### src/rtl/voice_allocator.sv
// Voice allocator: turns note-on/note-off requests into byte-wide voice
// register writes, tracking gated voices and stealing round-robin.
module voice_allocator #(
  parameter int          NUM_VOICES   = 4,
  parameter logic [15:0] VOICE_BASE   = 16'h0010,
  parameter logic [15:0] VOICE_STRIDE = 16'h0020
) (
  input  logic                  Clock,
  input  logic                  Reset,
  input  logic                  NoteValid,
  output logic                  NoteReady,
  input  logic                  NoteOn,
  input  logic [6:0]            NoteKey,
  input  logic [23:0]           NoteIncr,
  output logic [15:0]           BusAddress,
  output logic [7:0]            BusData,
  output logic                  BusReadWrite,
  output logic                  BusClock,
  output logic [NUM_VOICES-1:0] VoiceActive,
  output logic                  Busy
);

  typedef enum logic [2:0] {
    S_IDLE,
    S_LOOKUP,
    S_SETUP,
    S_STROBE,
    S_HOLD
  } state_t;

  state_t state_q, state_d;

  logic        on_q;
  logic [6:0]  key_q;
  logic [23:0] incr_q;
  logic [2:0]  voice_q, voice_d;
  logic [2:0]  step_q, step_d;
  logic [2:0]  last_q, last_d;
  logic [2:0]  ptr_q, ptr_d;
  logic [15:0] addr_q, addr_d;
  logic [7:0]  data_q, data_d;
  logic [15:0] off_d;

  logic [NUM_VOICES-1:0] active_q;
  logic [6:0]            key_tab [NUM_VOICES];

  logic       hit, free;
  logic [2:0] hit_v, free_v;

  // Descending scan so the lowest index wins.
  always_comb begin
    hit    = 1'b0;
    hit_v  = 3'd0;
    free   = 1'b0;
    free_v = 3'd0;
    for (int i = NUM_VOICES - 1; i >= 0; i--) begin
      if (active_q[i] && key_tab[i] == key_q) begin
        hit   = 1'b1;
        hit_v = 3'(i);
      end
      if (!active_q[i]) begin
        free   = 1'b1;
        free_v = 3'(i);
      end
    end
  end

  // Steps: 0 gate off, 1..3 incr bytes, 4 gate on.
  // Fresh voices start at step 1; note-off runs step 0 only.
  always_comb begin
    state_d = state_q;
    voice_d = voice_q;
    step_d  = step_q;
    last_d  = last_q;
    ptr_d   = ptr_q;
    case (state_q)
      S_IDLE: begin
        if (NoteValid)
          state_d = S_LOOKUP;
      end
      S_LOOKUP: begin
        state_d = S_SETUP;
        step_d  = 3'd0;
        last_d  = on_q ? 3'd4 : 3'd0;
        if (!on_q) begin
          if (hit)
            voice_d = hit_v;
          else
            state_d = S_IDLE;
        end else if (hit) begin
          voice_d = hit_v;
        end else if (free) begin
          voice_d = free_v;
          step_d  = 3'd1;
        end else begin
          voice_d = ptr_q;
          ptr_d   = (ptr_q == 3'(NUM_VOICES - 1))
                    ? 3'd0 : ptr_q + 3'd1;
        end
      end
      S_SETUP:  state_d = S_STROBE;
      S_STROBE: state_d = S_HOLD;
      S_HOLD: begin
        if (step_q == last_q) begin
          state_d = S_IDLE;
        end else begin
          state_d = S_SETUP;
          step_d  = step_q + 3'd1;
        end
      end
      default: state_d = S_IDLE;
    endcase
  end

  always_comb begin
    off_d  = 16'd0;
    data_d = 8'h00;
    case (step_d)
      3'd0: begin
        off_d  = 16'd0;
        data_d = 8'h00;
      end
      3'd1: begin
        off_d  = 16'd1;
        data_d = incr_q[7:0];
      end
      3'd2: begin
        off_d  = 16'd2;
        data_d = incr_q[15:8];
      end
      3'd3: begin
        off_d  = 16'd3;
        data_d = incr_q[23:16];
      end
      default: begin
        off_d  = 16'd0;
        data_d = 8'h01;
      end
    endcase
    addr_d = VOICE_BASE
           + (16'(voice_d) * VOICE_STRIDE)
           + off_d;
  end

  always_ff @(posedge Clock) begin
    if (Reset)
      state_q <= S_IDLE;
    else
      state_q <= state_d;
  end

  always_ff @(posedge Clock) begin
    if (Reset) begin
      on_q     <= 1'b0;
      key_q    <= 7'd0;
      incr_q   <= 24'd0;
      voice_q  <= 3'd0;
      step_q   <= 3'd0;
      last_q   <= 3'd0;
      ptr_q    <= 3'd0;
      addr_q   <= 16'd0;
      data_q   <= 8'd0;
      active_q <= '0;
      for (int i = 0; i < NUM_VOICES; i++)
        key_tab[i] <= 7'd0;
    end else begin
      if (state_q == S_IDLE && NoteValid) begin
        on_q   <= NoteOn;
        key_q  <= NoteKey;
        incr_q <= NoteIncr;
      end
      voice_q <= voice_d;
      step_q  <= step_d;
      last_q  <= last_d;
      ptr_q   <= ptr_d;
      if (state_d == S_SETUP) begin
        addr_q <= addr_d;
        data_q <= data_d;
      end
      // Table commits only after the final byte's hold.
      if (state_q == S_HOLD && step_q == last_q) begin
        for (int i = 0; i < NUM_VOICES; i++) begin
          if (3'(i) == voice_q) begin
            active_q[i] <= on_q;
            if (on_q)
              key_tab[i] <= key_q;
          end
        end
      end
    end
  end

  assign NoteReady    = (state_q == S_IDLE) && !Reset;
  assign Busy         = (state_q != S_IDLE);
  assign BusReadWrite = (state_q == S_SETUP)
                     || (state_q == S_STROBE)
                     || (state_q == S_HOLD);
  assign BusClock     = (state_q == S_STROBE);
  assign BusAddress   = addr_q;
  assign BusData      = data_q;
  assign VoiceActive  = active_q;

endmodule

### config.mk
export PLATFORM = sky130hd
export DESIGN_NAME = voice_allocator
export DESIGN_NICKNAME = d
export VERILOG_FILES = /design/src/rtl/voice_allocator.sv
export SDC_FILE = /design/constraint.sdc
export NUM_CORES = 1
export LEC_CHECK = 0
export CAP_MARGIN = 5
export CELL_PAD_IN_SITES_DETAIL_PLACEMENT = 1
export CELL_PAD_IN_SITES_GLOBAL_PLACEMENT = 2
export CORE_MARGIN = 2
export CORE_UTILIZATION = 33
export DETAILED_ROUTE_END_ITERATION = 10
export PLACE_DENSITY_LB_ADDON = 0.1
export SLEW_MARGIN = 10
export SYNTH_ARGS = -nofsm -noshare
export SYNTH_HDL_FRONTEND = slang
export SYNTH_SLANG_ARGS = --single-unit
### constraint.sdc
create_clock -name Clock -period 3.42 [get_ports Clock]
set_clock_uncertainty 0.2 [all_clocks]
set_input_delay 0.513 -clock Clock [delete_from_list [all_inputs] [get_ports Clock]]
set_output_delay 0.513 -clock Clock [all_outputs]
set_load 0.01 [all_outputs]
==> key figures, run 1 <==
Outcome
  – Outcome: complete, no violations

Clock network
  – Post-CTS setup buffers: 0
  – Hold buffers post-CTS: 0
  – Clk Latency, worst-skew pair: 0.34 ns
  – CTS max path bufs: 2
  – CTS root buf: clkbuf_16
  – CTS buffer count: 9
  – H-tree Lvls: 3
  – CTS tree: done
  – Post-cts sizing count: 0
  – Sink Count: 91
  – Clock slew at reported path FFs: 0.07 ns

Yosys
  – Main flop type after synthesis: dfxtp_1
  – YS warnings: 0
  – Post-synthesis async set-or-reset flop share: 0%
  – Syn Area/Cell: 9.35 um2
  – Post-synthesis xor/xnor area fraction: 5.94%
  – Post-synth EDFFs: 28
  – Largest family of logic cells by synthesized area: simple AND/OR/NAND/NOR gates
  – Synth Cell Area: 4270 um2
  – Cells after Synth: 457
  – Post-Synth Simple-Gate Area: 21.1%
  – Seq cells post-synth: 91
  – Seq/Total Area, Yosys: 49.2%
  – Post-synthesis compound-gate area fraction: 11.5%
  – Post-Synth Adder-Cell Area: 0.878%
  – Mux cell area share after synthesis: 4.98%
  – Yosys cell types: 50

Power
  – Flop pwr share: 48.6%
  – Leakage power: 1.95 nW
  – Int Power: 1.88 mW
  – Clock power share: 43.4%
  – Worst VDD drop: 0.190 mV
  – Sw Pwr: 555 uW
  – PwrDens: 468 nW/um2
  – Sw Ratio: 22.8%
  – Comb pwr share: 8.0%

Global route
  – Antenna violations before repair: 0
  – Vias in the first global route: 3266
  – Total track usage: 16.4%
  – Largest net degree at the start of global routing: 35
  – Gr ovfl total: 0
  – First-pass GRT wire length: 17.9 mm

Finish
  – ANT cells: 0
  – Final net count: 537
  – Share of cells above drive strength 1: 7.54%
  – Syn-to-layout area delta: 21.8%
  – Fillers: 1487

Drt
  – Iteration-0 DRC Markers: 109
  – Vias: 3263
  – # DRC: 0
  – Routed WL: 11.1 mm
  – DRT Pass-1 Iters: 4
  – Routed wl met3: 366 um
  – Avg WL per Cell: 16.4 um
  – Detailed-routed wire length on met2: 4.92 mm
  – Met1 WL: 5.60 mm
  – Top layer in use: met4
  – Post-route ant nets: 0
  – Via-to-Cell Ratio: 4.83

Min path
  – Hold path depth: 2
  – Worst hold path class: reg2reg
  – Worst Hold Endpoint: incr_q[20]$_SDFFE_PP0P_
  – HP Start: incr_q[20]$_SDFFE_PP0P_

Timing
  – Max-slew violation count: 0
  – Unrepaired setup endpoints after global routing: no
  – Fmax achieved: 356 MHz
  – Setup violations, final: 0
  – Tcrit/Tclk final: 82.2%
  – Min Tclk post-route: 2.81 ns
  – Fin Hold WS: 0.255 ns
  – Final hold violation count: 0
  – TNS Setup: 0 ns
  – Slew headroom: 52.2%
  – Tightest Pin Transition: 0.717 ns

Worst setup path
  – Capture point of the worst reg-to-reg path: ptr_q[0]$_SDFFE_PP0P_
  – Setup slack, reg-to-reg: 0.61 ns
  – CP Data Required Time: 3.50 ns
  – Setup Crit Path Kind: reg2reg
  – Worst-path maximum fanout: 9
  – Setup crit start kind: flip-flop
  – Crit end category: flip-flop
  – Reg2reg path depth: 7
  – Data arrival, critical path: 2.89 ns
  – Launching point of the worst reg2reg path: key_q[4]$_SDFFE_PP0P_

Job
  – Maxcap violations: 0

Floorplanning
  – Die height: 118 um
  – Starting density of the core: 33.9%
  – Die area: 13900 um2
  – Core region area: 12600 um2
  – Num rows: 41
  – Num ports: 67
  – Die X: 118 um

Placed design
  – DP HPWL: 7.76 mm
  – Port-buffer cells: 56
  – GP Congestion: 0.771
## layout make-up
| cell class | instances | area [um2] | share of cell area (%) |
|---|---|---|---|
| Sequential cell | 91 | 2100 | 40.4 |
| Multi-Input combinational cell | 326 | 1930 | 37.1 |
| Timing Repair Buffer | 64 | 616 | 11.8 |
| Clock buffer | 15 | 283 | 5.43 |
| Tap cell | 172 | 215 | 4.13 |
| Clock inverter | 1 | 30.0 | 0.577 |
| Inverter | 7 | 26.3 | 0.505 |
## state kept, by name (all words and copies together), names as in the netlist, 4 cells and up
name / count
BusAddress: 6
BusData: 8
VoiceActive: 4
incr_q: 24
key_q: 7
key_tab: 28
## stage by stage
step / cells / total power [mW] / utilization [%] / cell area (um2) / worst slack, ns
3_5_place_dp: 660 / 1.41 / 38.8 / 4890 / 0.615
5_1_grt: 676 / 2.53 / 41.2 / 5200 / 0.444
2_1_floorplan: 466 / 1.33 / - / 4310 / 0.926
6_report: 676 / 2.44 / 41.2 / 5200 / 0.609
3_3_place_gp: 660 / 1.41 / 38.8 / 4890 / 0.679
4_1_cts: 676 / 2.46 / 41.2 / 5200 / 0.602
## cells in the final DEF, fill, tap and decap left out, types with 2 or more instances in the layout
master | Yosys | final
nor2_1 | 33 | 33
ha_1 | 3 | 3
nand2_1 | 81 | 81
a211oi_1 | 3 | 3
o31ai_1 | 3 | 3
nor2b_1 | 3 | 3
a2bb2oi_1 | 2 | 2
dfxtp_1 | 63 | 63
mux2i_1 | 19 | 19
nand2b_1 | 11 | 11
a31oi_1 | 2 | 2
or2_2 | 2 | 2
a22o_1 | 8 | 8
nand4_1 | 8 | 8
a21oi_1 | 35 | 35
and2_2 | 4 | 4
nor3_1 | 5 | 5
buf_4 | 11 | 8
and3_1 | 2 | 2
a32oi_1 | 2 | 2
xnor2_1 | 29 | 29
a31o_2 | 2 | 2
or4_1 | 3 | 3
clkdlybuf4s50_1 | 0 | 55
mux2_2 | 2 | 2
clkbuf_1 | 22 | 3
and2_1 | 30 | 30
o21ai_0 | 7 | 7
edfxtp_1 | 28 | 28
inv_1 | 7 | 7
clkbuf_16 | 0 | 10
conb_1 | 1 | 10
## layer usage
| metal | track usage (%) | vias up |
|---|---|---|
| met1 | 23.2 | 1582 |
| li1 | - | 1605 |
| met2 | 25.1 | 61 |
| met3 | 2.76 | 15 |
| met5 | 0 | - |
| met4 | 6.25 | 0 |
## critical path, cell delays in order, from the launching register on
cell and delay [ns]:
dfxtp_1 0.57, xnor2_1 0.13, nand4_1 0.10, nor2_1 0.06, or4_4 0.57, or4_1 0.68
a211o_1 0.34, a21oi_2 0.11
## cells by family (layout without fill, tap and decap cells)
group | Yosys count | in the layout
compound gates | 75 | 75
xor+xnor | 29 | 29
fa+ha+maj | 3 | 3
flops | 91 | 91
buf+inv | 49 | 87
simple gates | 188 | 188
other cells | 1 | 10
mux | 21 | 21
## cells in the mapped netlist, drive strengths merged, types with 8 or more instances
library cell  count  area, um2
edfxtp           28        841
nor2             34        130
nand2            81        304
xnor2            29        254
nand4             8       50.1
buf              20        164
clkbuf           22       82.6
a22o              8       70.1
nand2b           11       68.8
dfxtp            63       1260
a21oi            36        184
mux2i            19        190
and2             34        218
## how the worst max path moves through the flow
stage / slack [ns] / depth (start not counted) / to / start
after floorplan: 0.93 / 9 / ptr_q[0]$_SDFFE_PP0P_ / key_q[2]$_SDFFE_PP0P_
after global placement: 0.68 / 7 / ptr_q[0]$_SDFFE_PP0P_ / key_q[4]$_SDFFE_PP0P_
after detailed placement: 0.61 / 7 / ptr_q[0]$_SDFFE_PP0P_ / key_q[4]$_SDFFE_PP0P_
after CTS: 0.60 / 7 / ptr_q[0]$_SDFFE_PP0P_ / key_q[4]$_SDFFE_PP0P_
after global routing: 0.44 / 6 / key_tab[2][2]$_SDFFCE_PN0P_ / state_q[2]$_SDFF_PP0_
final: 0.61 / 7 / ptr_q[0]$_SDFFE_PP0P_ / key_q[4]$_SDFFE_PP0P_
## power by group through the flow
stage	combinational, mW	clock [mW]	sequential (mW)
2_1_floorplan	0.146	0	1.19
3_5_place_dp	0.199	0	1.21
3_3_place_gp	0.197	0	1.21
5_1_grt	0.216	1.12	1.19
4_1_cts	0.200	1.08	1.19
6_report	0.194	1.06	1.19
No activity file was read; power rests on OpenSTA's default activity.
==> run 2: changes to the inputs <==
==> constraint.sdc (replaced) <==
create_clock -name Clock -period 2.9 [get_ports Clock]
set_clock_uncertainty 0.2 [all_clocks]
set_input_delay 0.435 -clock Clock [delete_from_list [all_inputs] [get_ports Clock]]
set_output_delay 0.435 -clock Clock [all_outputs]
set_load 0.01 [all_outputs]
==> key figures, run 2 (synthesis results as in run 1) <==
Outcome
  – Outcome: complete, no violations

Global route
  – Antenna violations before repair: 0 (unchanged)
  – Largest net degree at the start of global routing: 33 (-5.7%)
  – First-pass GRT wire length: 17.7 mm (-1.3%)
  – Total track usage: 16.4% (-0.052 points)
  – Gr ovfl total: 0 (unchanged)
  – Vias in the first global route: 3224 (-1.3%)

Drt
  – Top layer in use: met4
  – DRT Pass-1 Iters: 4 (unchanged)
  – Detailed-routed wire length on met2: 5.15 mm (+4.8%)
  – Vias: 3272 (+0.28%)
  – Iteration-0 DRC Markers: 150 (+38%)
  – Met1 WL: 5.36 mm (-4.3%)
  – Routed WL: 11.0 mm (-0.88%)
  – Via-to-Cell Ratio: 4.77 (-1.2%)
  – Routed wl met3: 323 um (-12%)
  – Avg WL per Cell: 16.0 um (-2.3%)
  – Post-route ant nets: 0 (unchanged)
  – # DRC: 0 (unchanged)

Worst setup path
  – Data arrival, critical path: 2.87 ns (-0.02 ns)
  – Worst-path maximum fanout: 9 (unchanged)
  – CP Data Required Time: 2.98 ns (-0.52 ns)
  – Setup Crit Path Kind: reg2reg
  – Crit end category: flip-flop
  – Setup slack, reg-to-reg: 0.11 ns (-0.50 ns)
  – Setup crit start kind: flip-flop

Clock network
  – CTS buffer count: 9 (unchanged)
  – Clk Latency, worst-skew pair: 0.35 ns (about the same)
  – CTS max path bufs: 2 (unchanged)
  – Post-CTS setup buffers: 0 (unchanged)
  – Hold buffers post-CTS: 0 (unchanged)
  – Sink Count: 91 (unchanged)
  – CTS tree: done
  – Clock slew at reported path FFs: 0.07 ns (about the same)
  – CTS root buf: clkbuf_16
  – H-tree Lvls: 3 (unchanged)

Placed design
  – Port-buffer cells: 56 (unchanged)
  – DP HPWL: 7.87 mm (+1.4%)
  – Placement Setup Slack: 0.115 ns (-0.500 ns)
  – Placed Instance Area: 4970 um2 (+1.5%)
  – GP Congestion: 0.805 (+4.4%)

Floorplanning
  – Num ports: 67 (unchanged)
  – Die area: 13900 um2 (unchanged)
  – Core region area: 12600 um2 (unchanged)
  – Die height: 118 um (unchanged)
  – Die X: 118 um (unchanged)
  – Num rows: 41 (unchanged)
  – Starting density of the core: 33.9% (unchanged)

Timing
  – Min Tclk post-route: 2.79 ns (-0.0215 ns)
  – Tcrit/Tclk final: 96.2% (+14 points)
  – Tightest Pin Transition: 0.535 ns (-0.182 ns)
  – Unrepaired setup endpoints after global routing: no
  – Fmax achieved: 359 MHz (+0.77%)
  – Post-route setup slack: 0.111 ns (-0.498 ns)
  – Setup violations, final: 0 (unchanged)
  – Final hold violation count: 0 (unchanged)
  – Max-slew violation count: 0 (unchanged)
  – TNS Setup: 0 ns (unchanged)
  – Slew headroom: 64.2% (+12 points)

Finish
  – ANT cells: 0 (unchanged)
  – Share of cells above drive strength 1: 10.1% (+2.6 points)
  – Most frequent cells in the layout: 81 x nand2_1, 62 x dfxtp_1, 55 x clkdlybuf4s50_1, 35 x a21oi_1, 33 x nor2_1
  – Biggest register: key_tab
  – Fin area: 5290 um2 (+1.7%)
  – Most common cell after layout, fill and taps aside: nand2_1
  – Max FFs per register: 28 (unchanged)
  – Syn-to-layout area delta: 23.9%
  – Final net count: 547 (+1.9%)

Job
  – Maxcap violations: 0 (unchanged)

Power
  – Worst VDD drop: 0.213 mV (+12%)
  – Leakage power: 2.00 nW (+2.5%)
  – Design Power: 2.93 mW (+20%)
  – PwrDens: 553 nW/um2 (+18%)

Min path
  – Worst hold path class: in2reg
[run 2: cell types whose count changed in the layout (fill, tap and decap cells not counted), sizes merged]
cell	change
buf	+10
clkinvlp	+3
bufinv	+1
inv	+2
clkbuf	-6
[run 2: final cells by class]
cell class	count	area (um2)
Clock inverter	7	100
Fill cell	1478	7330
Multi-Input combinational cell	326	1930
Sequential cell	91	2100
Clock buffer	9	225
Timing Repair Buffer	74	691
Inverter	7	26.3
Tap cell	172	215
[run 2: what timing repair did]
item                       in CTS  in global routing
resized for setup               0                  1
hold endpoints to repair        0                  0
setup endpoints to repair       0                  1
[run 2: where the power goes]
group	internal, mW	switching [mW]
combinational	0.116	0.127
clock	0.761	0.528
sequential	1.35	0.0402
[run 2: path summary, 6_finish.rpt]
kind / from / endpoint / depth (start not counted)
max: key_q[0]$_SDFFE_PP0P_ / ptr_q[0]$_SDFFE_PP0P_ / 7
min reg2reg: incr_q[17]$_SDFFE_PP0P_ / incr_q[17]$_SDFFE_PP0P_ / 2
max reg2reg: key_q[0]$_SDFFE_PP0P_ / ptr_q[0]$_SDFFE_PP0P_ / 7
min: Reset / voice_q[2]$_SDFF_PP0_ / 2
[run 2: worst max-delay path: stages, from the launching register on]
cell     delay [ns]
dfxtp_1        0.55
xnor2_1        0.14
nand4_1        0.15
nor2_1         0.09
or4_4          0.51
or4_1          0.65
a211o_1        0.32
a21oi_2        0.12
[run 2: routing by layer]
| metal | vias up | GRT usage, % |
|---|---|---|
| met5 | - | 0 |
| met4 | 0 | 5.87 |
| met3 | 9 | 2.86 |
| met2 | 58 | 26.0 |
| met1 | 1571 | 22.4 |
| li1 | 1634 | - |
[run 2: metrics by stage]
stage,utilization [%],hold WS (ns),instances
final,41.9,0.245,686
after global routing,41.9,0.261,686
after CTS,41.9,0.241,686
after detailed placement,39.4,0.247,670
after global placement,39.4,0.243,670
after floorplan,-,0.236,466
